**src/rtl/avl_port_arbiter_if.sv**
```systemverilog
// Single-beat Avalon-MM command/response bundle shared by the two engines and the DDR3 port.
// The arbiter takes the slave side from each engine and the master side toward the controller.
interface avl_port_arbiter_if #(
  parameter int ADDR_W = 26,
  parameter int DATA_W = 128
);
  logic [ADDR_W-1:0] address;
  logic [DATA_W-1:0] writedata;
  logic [DATA_W-1:0] readdata;
  logic              read;
  logic              write;
  logic              burstbegin;
  logic              waitrequest_n;
  logic              readdatavalid;

  modport master (
    output address, writedata, read, write, burstbegin,
    input  waitrequest_n, readdatavalid, readdata
  );

  modport slave (
    input  address, writedata, read, write,
    output waitrequest_n, readdatavalid, readdata
  );
endinterface

```
**src/rtl/avl_port_arbiter.sv**
```systemverilog
// Two-master round-robin arbiter with hold cap for the DDR3 Avalon port; read beats are routed
// back through an in-order tag FIFO. Optional stall watchdog: define AVL_ARB_WATCHDOG_EN.
module avl_port_arbiter #(
  parameter int ADDR_W      = 26,
  parameter int DATA_W      = 128,
  parameter int MAX_PENDING = 8,
  parameter int MAX_HOLD    = 16,
  parameter int IDLE_LIMIT  = 64
) (
  input  logic                         iCLK,
  input  logic                         iRST_n,
  input  logic                         local_init_done,
  avl_port_arbiter_if.slave            m0,
  avl_port_arbiter_if.slave            m1,
  avl_port_arbiter_if.master           avl,
  output logic [1:0]                   arb_grant,
  output logic [$clog2(MAX_PENDING):0] arb_pending,
  output logic [1:0]                   arb_error
);
  localparam int PW = $clog2(MAX_PENDING);
  localparam int HW = $clog2(MAX_HOLD + 1);

  typedef enum logic [1:0] {IDLE, GNT0, GNT1} state_t;

  state_t          state_q, state_d;
  logic            last_q;
  logic [HW-1:0]   hold_q;
  logic [PW:0]     cnt_q;
  logic [PW-1:0]   wr_ptr_q, rd_ptr_q;
  logic            tag_q [MAX_PENDING];
  logic            err0_q;
  logic            sel0, sel1, req0, req1, gnt_rd, gnt_wr;
  logic            full, empty, accept, push, pop, orphan, head;
  logic            hold_hit, grant_chg, wd_trip;

  assign sel0  = (state_q == GNT0);
  assign sel1  = (state_q == GNT1);
  assign req0  = m0.read | m0.write;
  assign req1  = m1.read | m1.write;
  assign full  = (cnt_q == (PW+1)'(MAX_PENDING));
  assign empty = (cnt_q == '0);

  always_comb begin
    avl.address   = '0;
    avl.writedata = '0;
    gnt_rd        = 1'b0;
    gnt_wr        = 1'b0;
    if (sel0) begin
      avl.address   = m0.address;
      avl.writedata = m0.writedata;
      gnt_rd        = m0.read;
      gnt_wr        = m0.write;
    end else if (sel1) begin
      avl.address   = m1.address;
      avl.writedata = m1.writedata;
      gnt_rd        = m1.read;
      gnt_wr        = m1.write;
    end
  end

  assign avl.read         = gnt_rd & ~full;
  assign avl.write        = gnt_wr;
  assign avl.burstbegin   = avl.read | avl.write;
  assign m0.waitrequest_n = sel0 & avl.waitrequest_n & (~m0.read | ~full);
  assign m1.waitrequest_n = sel1 & avl.waitrequest_n & (~m1.read | ~full);

  assign accept = (avl.read | avl.write) & avl.waitrequest_n;
  assign push   = avl.read & avl.waitrequest_n;
  assign pop    = avl.readdatavalid & ~empty;
  assign orphan = avl.readdatavalid & empty;
  assign head   = tag_q[rd_ptr_q];

  assign m0.readdatavalid = pop & ~head;
  assign m1.readdatavalid = pop & head;
  assign m0.readdata      = avl.readdata;
  assign m1.readdata      = avl.readdata;

  // Cap counts the command being accepted now, so the grant moves after exactly MAX_HOLD accepts.
  assign hold_hit = (hold_q == HW'(MAX_HOLD)) | (accept & (hold_q == HW'(MAX_HOLD - 1)));

  always_comb begin
    state_d = state_q;
    case (state_q)
      IDLE: if (local_init_done & (req0 | req1))
              state_d = (req0 & (~req1 | last_q)) ? GNT0 : GNT1;
      GNT0: if (~req0 & ~accept)                 state_d = req1 ? GNT1 : IDLE;
            else if (req1 & (hold_hit | wd_trip)) state_d = GNT1;
      GNT1: if (~req1 & ~accept)                 state_d = req0 ? GNT0 : IDLE;
            else if (req0 & (hold_hit | wd_trip)) state_d = GNT0;
      default: state_d = IDLE;
    endcase
  end

  assign grant_chg = (state_d != state_q);

  always_ff @(posedge iCLK or negedge iRST_n) begin
    if (!iRST_n) begin
      state_q  <= IDLE;
      last_q   <= 1'b1;
      hold_q   <= '0;
      cnt_q    <= '0;
      wr_ptr_q <= '0;
      rd_ptr_q <= '0;
      err0_q   <= 1'b0;
    end else begin
      state_q <= state_d;
      if (grant_chg && state_d == GNT0) last_q <= 1'b0;
      if (grant_chg && state_d == GNT1) last_q <= 1'b1;
      if (grant_chg)                                hold_q <= '0;
      else if (accept && hold_q != HW'(MAX_HOLD)) hold_q <= hold_q + 1'b1;
      if (push) wr_ptr_q <= wr_ptr_q + 1'b1;
      if (pop)  rd_ptr_q <= rd_ptr_q + 1'b1;
      case ({push, pop})
        2'b10:   cnt_q <= cnt_q + 1'b1;
        2'b01:   cnt_q <= cnt_q - 1'b1;
        default: cnt_q <= cnt_q;
      endcase
      if (orphan) err0_q <= 1'b1;
    end
  end

  always_ff @(posedge iCLK) begin
    if (push) tag_q[wr_ptr_q] <= sel1;
  end

`ifdef AVL_ARB_WATCHDOG_EN
  localparam int WW = $clog2(IDLE_LIMIT + 1);
  logic [WW-1:0] wd_q;
  logic          err1_q;

  assign wd_trip = (wd_q == WW'(IDLE_LIMIT));

  always_ff @(posedge iCLK or negedge iRST_n) begin
    if (!iRST_n) begin
      wd_q   <= '0;
      err1_q <= 1'b0;
    end else begin
      if (accept || grant_chg || wd_trip) wd_q <= '0;
      else if (gnt_rd || gnt_wr)          wd_q <= wd_q + 1'b1;
      if (wd_trip) err1_q <= 1'b1;
    end
  end

  assign arb_error = {err1_q, err0_q};
`else
  assign wd_trip   = 1'b0;
  assign arb_error = {1'b0, err0_q};
`endif

  assign arb_grant   = {sel1, sel0};
  assign arb_pending = cnt_q;
endmodule
```
**src/flat_wrapper.sv**
```systemverilog
// flat-port wrapper written by rule: the top's interface ports become plain ports
module avl_port_arbiter_flat 
#(
  parameter int ADDR_W      = 26,
  parameter int DATA_W      = 128,
  parameter int MAX_PENDING = 8,
  parameter int MAX_HOLD    = 16,
  parameter int IDLE_LIMIT  = 64
)
  (iCLK, iRST_n, local_init_done, arb_grant, arb_pending, arb_error, m0_address, m0_writedata, m0_read, m0_write, m0_waitrequest_n, m0_readdatavalid, m0_readdata, m1_address, m1_writedata, m1_read, m1_write, m1_waitrequest_n, m1_readdatavalid, m1_readdata, avl_address, avl_writedata, avl_read, avl_write, avl_burstbegin, avl_waitrequest_n, avl_readdatavalid, avl_readdata);
  avl_port_arbiter_if #(.ADDR_W(ADDR_W), .DATA_W(DATA_W)) m0_i ();
  avl_port_arbiter_if #(.ADDR_W(ADDR_W), .DATA_W(DATA_W)) m1_i ();
  avl_port_arbiter_if #(.ADDR_W(ADDR_W), .DATA_W(DATA_W)) avl_i ();
  input  logic iCLK;
  input  logic iRST_n;
  input  logic local_init_done;
  output logic [1:0] arb_grant;
  output logic [$clog2(MAX_PENDING):0] arb_pending;
  output logic [1:0] arb_error;
  input wire logic [$bits(m0_i.address)-1:0] m0_address;
  input wire logic [$bits(m0_i.writedata)-1:0] m0_writedata;
  input wire logic [$bits(m0_i.read)-1:0] m0_read;
  input wire logic [$bits(m0_i.write)-1:0] m0_write;
  output wire logic [$bits(m0_i.waitrequest_n)-1:0] m0_waitrequest_n;
  output wire logic [$bits(m0_i.readdatavalid)-1:0] m0_readdatavalid;
  output wire logic [$bits(m0_i.readdata)-1:0] m0_readdata;
  input wire logic [$bits(m1_i.address)-1:0] m1_address;
  input wire logic [$bits(m1_i.writedata)-1:0] m1_writedata;
  input wire logic [$bits(m1_i.read)-1:0] m1_read;
  input wire logic [$bits(m1_i.write)-1:0] m1_write;
  output wire logic [$bits(m1_i.waitrequest_n)-1:0] m1_waitrequest_n;
  output wire logic [$bits(m1_i.readdatavalid)-1:0] m1_readdatavalid;
  output wire logic [$bits(m1_i.readdata)-1:0] m1_readdata;
  output wire logic [$bits(avl_i.address)-1:0] avl_address;
  output wire logic [$bits(avl_i.writedata)-1:0] avl_writedata;
  output wire logic [$bits(avl_i.read)-1:0] avl_read;
  output wire logic [$bits(avl_i.write)-1:0] avl_write;
  output wire logic [$bits(avl_i.burstbegin)-1:0] avl_burstbegin;
  input wire logic [$bits(avl_i.waitrequest_n)-1:0] avl_waitrequest_n;
  input wire logic [$bits(avl_i.readdatavalid)-1:0] avl_readdatavalid;
  input wire logic [$bits(avl_i.readdata)-1:0] avl_readdata;
  assign m0_i.address = m0_address;
  assign m0_i.writedata = m0_writedata;
  assign m0_i.read = m0_read;
  assign m0_i.write = m0_write;
  assign m0_waitrequest_n = m0_i.waitrequest_n;
  assign m0_readdatavalid = m0_i.readdatavalid;
  assign m0_readdata = m0_i.readdata;
  assign m1_i.address = m1_address;
  assign m1_i.writedata = m1_writedata;
  assign m1_i.read = m1_read;
  assign m1_i.write = m1_write;
  assign m1_waitrequest_n = m1_i.waitrequest_n;
  assign m1_readdatavalid = m1_i.readdatavalid;
  assign m1_readdata = m1_i.readdata;
  assign avl_address = avl_i.address;
  assign avl_writedata = avl_i.writedata;
  assign avl_read = avl_i.read;
  assign avl_write = avl_i.write;
  assign avl_burstbegin = avl_i.burstbegin;
  assign avl_i.waitrequest_n = avl_waitrequest_n;
  assign avl_i.readdatavalid = avl_readdatavalid;
  assign avl_i.readdata = avl_readdata;
  avl_port_arbiter #(.ADDR_W(ADDR_W), .DATA_W(DATA_W), .MAX_PENDING(MAX_PENDING), .MAX_HOLD(MAX_HOLD), .IDLE_LIMIT(IDLE_LIMIT)) u_core (.iCLK(iCLK), .iRST_n(iRST_n), .local_init_done(local_init_done), .m0(m0_i), .m1(m1_i), .avl(avl_i), .arb_grant(arb_grant), .arb_pending(arb_pending), .arb_error(arb_error));
endmodule
```
**config.mk**
```make
export PLATFORM = sky130hd
export DESIGN_NAME = avl_port_arbiter_flat
export DESIGN_NICKNAME = d
export VERILOG_FILES = /design/src/rtl/avl_port_arbiter_if.sv /design/src/rtl/avl_port_arbiter.sv /design/src/flat_wrapper.sv
export SDC_FILE = /design/constraint.sdc
export NUM_CORES = 1
export LEC_CHECK = 0
export ABC_AREA = 0
export CORE_AREA = 2 2 340 342
export DETAILED_ROUTE_END_ITERATION = 16
export DIE_AREA = 0 0 342 344
export PLACE_DENSITY = 0.3
export SYNTH_ARGS = -nofsm -noshare
export SYNTH_HDL_FRONTEND = slang
export SYNTH_SLANG_ARGS = --single-unit
```
**constraint.sdc**
```tcl
create_clock -name iCLK -period 2.9 [get_ports iCLK]
set_input_delay 0.87 -clock iCLK [delete_from_list [all_inputs] [get_ports iCLK]]
set_output_delay 0.87 -clock iCLK [all_outputs]
set_load 0.01 [all_outputs]
```
==> Yosys cells after proc, flatten, opt, wreduce, memory -nomap -nowiden <==
Memory sizes are Yosys's and may differ from the RTL's.
Index checks and enable logic that the tools add are counted.
{ "word_totals": {"regBits": 19, "ram_bits": 8, "in_bits": 445, "wordCells": 90, "memories": 1} }
{ "op_classes": {"n_addsub": 5, "eq_ne": 11, "muxes": 24, "n_bitwise": 34, "reduce_logical": 8} }
{ "memory_table": {"columns": ["name", "words", "word_bits", "rd", "rd_clocked_by_memory_dff", "wr", "line", "text"], "rows": [
  ["u_core.tag_q", 8, 1, 1, 0, 1, "avl_port_arbiter.sv:30", "logic tag_q [MAX_PENDING];"]
]} }
{ "op_table": {"columns": ["cell", "n"], "rows": [
  ["$mux W128", 2],
  ["$mux W26", 2],
  ["$and A1 B1 Y1", 18],
  ["$mux W2", 7],
  ["$mux W5", 2],
  ["$mux W1", 9],
  ["$not A1 Y1", 8],
  ["$or A1 B1 Y1", 8],
  ["$pmux W4 S2", 1],
  ["$add A3 B1 Y3 const B", 2],
  ["$eq A2 B1 Y1 const B", 3],
  ["$eq A2 B2 Y1 const B", 3],
  ["$pmux W2 S3", 1],
  ["$reduce_bool A2 Y1", 3],
  ["$add A5 B1 Y5 const B", 1],
  ["$eq A5 B4 Y1 const B", 1],
  ["$eq A5 B5 Y1 const B", 1],
  ["$ne A5 B5 Y1 const B", 1],
  ["$add A4 B1 Y4 const B", 1],
  ["$eq A4 B4 Y1 const B", 1],
  ["$logic_not A4 Y1", 1],
  ["$sub A4 B1 Y4 const B", 1],
  ["$logic_and A1 B1 Y1", 3],
  ["$logic_not A2 Y1", 1],
  ["$ne A2 B2 Y1", 1]
]} }

==> Logic depth before layout (Yosys ltp) <==
{ "depth": {"depth_word": 16, "depth_mapped": 11, "ltp_nobuf": 10} }

==> Worst setup path after synthesis <==
OpenSTA, ideal clock, no wires.
{ "synth_path": {"kind": "input-to-reg", "startpoint": "in m0_read", "endpoint": "reg u_core.cnt_q[3], in the netlist u_core.arb_pending[3]", "setup_ps": 128, "t_arrival_ps": 2590, "t_required_ps": 2772, "setup_slack_ps": 182, "stages": 10, "path_buffers": 1, "cell_sequence": "nand3b_1 > a211o_1 > buf_2 > ha_1 > ha_1 > a21o_1 > a21oi_1 > xnor2_1 > nor2_1 > xor2_1"} }
{ "synth_between": {"elab_chain_cells": 5, "elab_cells_between_ends": 7, "cone_classes": "2 x eq/ne; 2 x mux; 2 x bitwise; 1 x reduce/logical"} }
{ "synth_rtl": {"columns": ["item", "line", "text"], "rows": [
  ["start: declaration", "flat_wrapper.sv:22", "input wire logic [$bits(m0_i.read)-1:0] m0_read;"],
  ["$mux W1 *", "avl_port_arbiter.sv:48", "if (sel0) begin"],
  ["$and A1 B1 Y1 *", "avl_port_arbiter.sv:61", "assign avl.read = gnt_rd & ~full;"],
  ["$and A1 B1 Y1 *", "avl_port_arbiter.sv:68", "assign push = avl.read & avl.waitrequest_n;"],
  ["$eq A2 B1 Y1 / $eq A2 B2 Y1 (equally long branches)", "avl_port_arbiter.sv:113", "case ({push, pop})"],
  ["$pmux W4 S2 / $reduce_bool A2 Y1 (equally long branches)", null, null],
  ["end signal: assignment", "avl_port_arbiter.sv:114", "2'b10: cnt_q <= cnt_q + 1'b1;"],
  ["end signal: assignment", "avl_port_arbiter.sv:115", "2'b01: cnt_q <= cnt_q - 1'b1;"],
  ["end signal: assignment", "avl_port_arbiter.sv:116", "default: cnt_q <= cnt_q;"],
  ["end: declaration", "avl_port_arbiter.sv:28", "logic [PW:0] cnt_q;"]
]} }
Mark *: on every way between the ends. The rest lies on a longest branch, timed or not.
A chain may end at the register's enable or synchronous reset.

==> Final worst setup path <==
{ "layout_path": {"startpoint": "in m1_writedata[56]", "endpoint": "out avl_writedata[56]"} }
{ "layout_between": {"elab_chain_cells": 2} }
{ "layout_rtl": {"columns": ["item", "line", "text"], "rows": [
  ["start: declaration", "flat_wrapper.sv:28", "input wire logic [$bits(m1_i.writedata)-1:0] m1_writedata;"],
  ["$mux W128", "avl_port_arbiter.sv:53", "end else if (sel1) begin"],
  ["$mux W128", "avl_port_arbiter.sv:48", null],
  ["end: declaration", "flat_wrapper.sv:35", "output wire logic [$bits(avl_i.writedata)-1:0] avl_writedata;"]
]} }
No other way between the ends.

==> results.sh <==
export IMPL_antenna_left=0
export IMPL_first_pass_iters=4
export IMPL_rsz0062_at_grt="yes"
export IMPL_cts_tree="yes"
export IMPL_fmax_ghz=0.351
export IMPL_drt_iter0_markers=133
export IMPL_cts_root_buf="clkbuf_16"
export IMPL_final_core_util_pct=9.78
export IMPL_slowest_stage="clkdlybuf4s50_1"
export IMPL_avgViaCountPerCell=2.36
export IMPL_final_cell_mix="clkdlybuf4s50_1 (291), a22o_1 (148), dlygate4sd2_1 (122), buf_4 (79), buf_12 (38)"
export IMPL_min_path_cells=1
export IMPL_syn_area_um2=5060
export IMPL_grt_pass1_vias=6014
export IMPL_crit_buf_inv=3
export IMPL_track_usage_pct=7.97
export IMPL_synth_seq_cells=27
export IMPL_die_y_um=344
export IMPL_drive_gt1_share_pct=20.5
export IMPL_syn_to_final_growth_pct=120
export IMPL_hp_start="u_core.rd_ptr_q[2]"
export IMPL_final_common_cell="clkdlybuf4s50_1"
export IMPL_cts_buffers=3
export IMPL_die_area_um2=118000
export IMPL_die_x_um=342
export IMPL_drc_errors=0
export IMPL_final_cell_area_um2=11100
export IMPL_setup_viol=0
export IMPL_async_flop_share_pct=70.4
export IMPL_critPathCaptureType="output pin"
export IMPL_reg2reg_to="u_core.arb_pending[3]"
export IMPL_clockBufferDepth=2
export IMPL_nFillCells=13300
export IMPL_p_leak_uw=0.00443
export IMPL_yosysSeqAreaShare_pct=14.2
export IMPL_wl_mm=50.5
export IMPL_synth_top_area_share_pct=38.6
export IMPL_syn_num_nets=1055
export IMPL_grt_overflow=0
export IMPL_nets=1352
export IMPL_required_ps=2030
export IMPL_place_area_um2=10600
export IMPL_yosys_area_top_type="buf_4"
export IMPL_hold_viol_final=0
export IMPL_critPathTopFamily="buffers and inverters"
export IMPL_synth_top_flop_cell="dfrtp_1"
export IMPL_multi_input_comb_area_um2=2260
export IMPL_power_density_nw_per_um2=719
export IMPL_clock_latency_ps=260
export IMPL_layout_min_cycle_time_ps=2850
export IMPL_synth_edf_count=8
export IMPL_post_route_period_util_pct=98.3
export IMPL_grt_pass1_wl_mm=61.8
export IMPL_start_util_pct=4.44
export IMPL_yosys_warnings=0
export IMPL_gp_congestion=0.839
export IMPL_worst_hold_path_type="reg2reg"
export IMPL_path_clk_slew_ps=70
export IMPL_synthTopCellsByArea="buf_4 (39%), a22o_1 (27%), dfrtp_1 (8.9%)"
export IMPL_routed_via_count=5708
export IMPL_wire_per_inst_um=20.9
export IMPL_rows=124
export IMPL_cts_max_level=1
export IMPL_start_kind="input pin"
export IMPL_min_to="u_core.rd_ptr_q[2]"
export IMPL_r2r_slack_ps=290
export IMPL_hpwl_mm=42.3
export IMPL_io_buffers=484
export IMPL_worstPathArrival_ps=1980
export IMPL_pin_count=870
export IMPL_grt_max_degree=28
export IMPL_yosysUniqueCellTypes=56
export IMPL_seq_area_um2=718
export IMPL_fp_coreArea_um2=114000
export IMPL_drv_slew=0
export IMPL_drv_cap=0
export IMPL_finClkSkew_ps=5.71
export IMPL_grt_antenna_before_repair=13
export IMPL_slowest_delay_ps=430
export IMPL_clock_sinks=27
export IMPL_synth_area_per_cell_um2=8.42
export IMPL_status="finished, final reports clean"
export IMPL_reg2reg_from="u_core.state_q[0]"
export IMPL_setup_worst_path_class="in2out"
export IMPL_reg2reg_depth=11
export IMPL_path_cells="clkdlybuf4s50_1, buf_4, a22o_1, dlygate4sd2_1"
export IMPL_path_max_fanout=1
export IMPL_ir_drop_v=0.000292
export IMPL_synthCells=601
[cells in the mapped netlist (3+ instances only)]
cell        n
inv_1      11
or2_2       3
a21oi_1     4
buf_4     260
buf_1       7
nor4b_1     3
nand2_1    15
nand3_1     5
a22o_1    154
o21ai_0     4
edfxtp_1    8
nor2_1     10
ha_1        8
clkbuf_1   30
dfrtp_1    18
xnor2_1     9
[final cells by class]
type / instances / area share (%)
Timing Repair Buffer: 591 / 54.9
Multi-Input combinational cell: 264 / 20.3
Sequential cell: 27 / 6.45
Clock buffer: 3 / 0.674
Inverter: 11 / 0.517
Tap cell: 1512 / 17.0
Antenna cell: 5 / 0.112
Clock inverter: 1 / 0.0674
[sequential cells by signal (all words and copies together), names as in the netlist]
name / flops
u_core.last_q: 1
u_core.hold_q: 5
u_core.arb_pending: 4
u_core.err0_q: 1
u_core.tag_q: 8
u_core.state_q: 2
u_core.wr_ptr_q: 3
u_core.rd_ptr_q: 3
[cell families after synthesis]
| logic type | synth area share [%] |
|---|---|
| XOR/XNOR | 1.90 |
| AO/OA/AOI/OAI | 31.2 |
| AND/OR/NAND/NOR | 6.33 |
| multiplexers | 1.51 |
| flip-flops | 14.2 |
| other | 0.0741 |
| buffers and inverters | 42.5 |
| adder cells (fa/ha/maj) | 2.37 |
[worst reg2reg max path, stage by stage (launching register included)]
cell and delay [ps]:
dfrtp_2 450, buf_4 170, nand3b_1 220, buf_4 170, a211o_1 330, ha_2 190
ha_1 260, a21o_1 170, a21oi_1 170, xnor2_1 140, nor2_1 70, xor2_1 140
[stage by stage]
step,hold slack [ps],setup WS [ps],setup TNS [ps],power (µW),cells
final,505,48.1,0,8010,2414
after global routing,539,-1.57,-1.57,8670,2409
after CTS,514,-61.5,-61.5,8290,2409
after detailed placement,490,-568,-11630,7420,2373
after global placement,486,-508,-12680,7510,2373
after floorplan,429,182,0,3480,601
[how the worst max path moves through the flow]
stage,startpoint,end,slack (ps),cells after the start
2_1_floorplan,m0_read,u_core.arb_pending[3],180,10
3_3_place_gp,m0_read,m0_waitrequest_n,-510,5
3_5_place_dp,m0_read,avl_burstbegin,-570,5
4_1_cts,u_core.state_q[0],avl_address[8],-60,8
5_1_grt,u_core.state_q[0],avl_writedata[94],-2,8
6_report,m1_writedata[56],avl_writedata[56],50,4
[metal layers]
layer  part of all wire, %  vias up  track usage (%)
li1                      -     2512                -
met1                    38     2559             9.12
met2                    46      569             13.2
met3                    14       68             4.28
met4                   2.0        0             1.42
met5                     0        -                0
[report_power, final]
part           total, µW  switching (µW)  internal, µW
Clock                325             138           188
Combinational       6970            3280          3690
Sequential           709             175           533
[timing repair]
| action | 4_1_cts | 5_1_grt |
|---|---|---|
| pin swaps | 9 | 8 |
| setup buffers | 25 | 0 |
| setup endpoints to repair | 138 | 45 |
| gates cloned | 8 | 0 |
| hold buffers | 0 | 0 |
| resized for setup | 213 | 51 |
No activity file was read; power rests on OpenSTA's default activity.
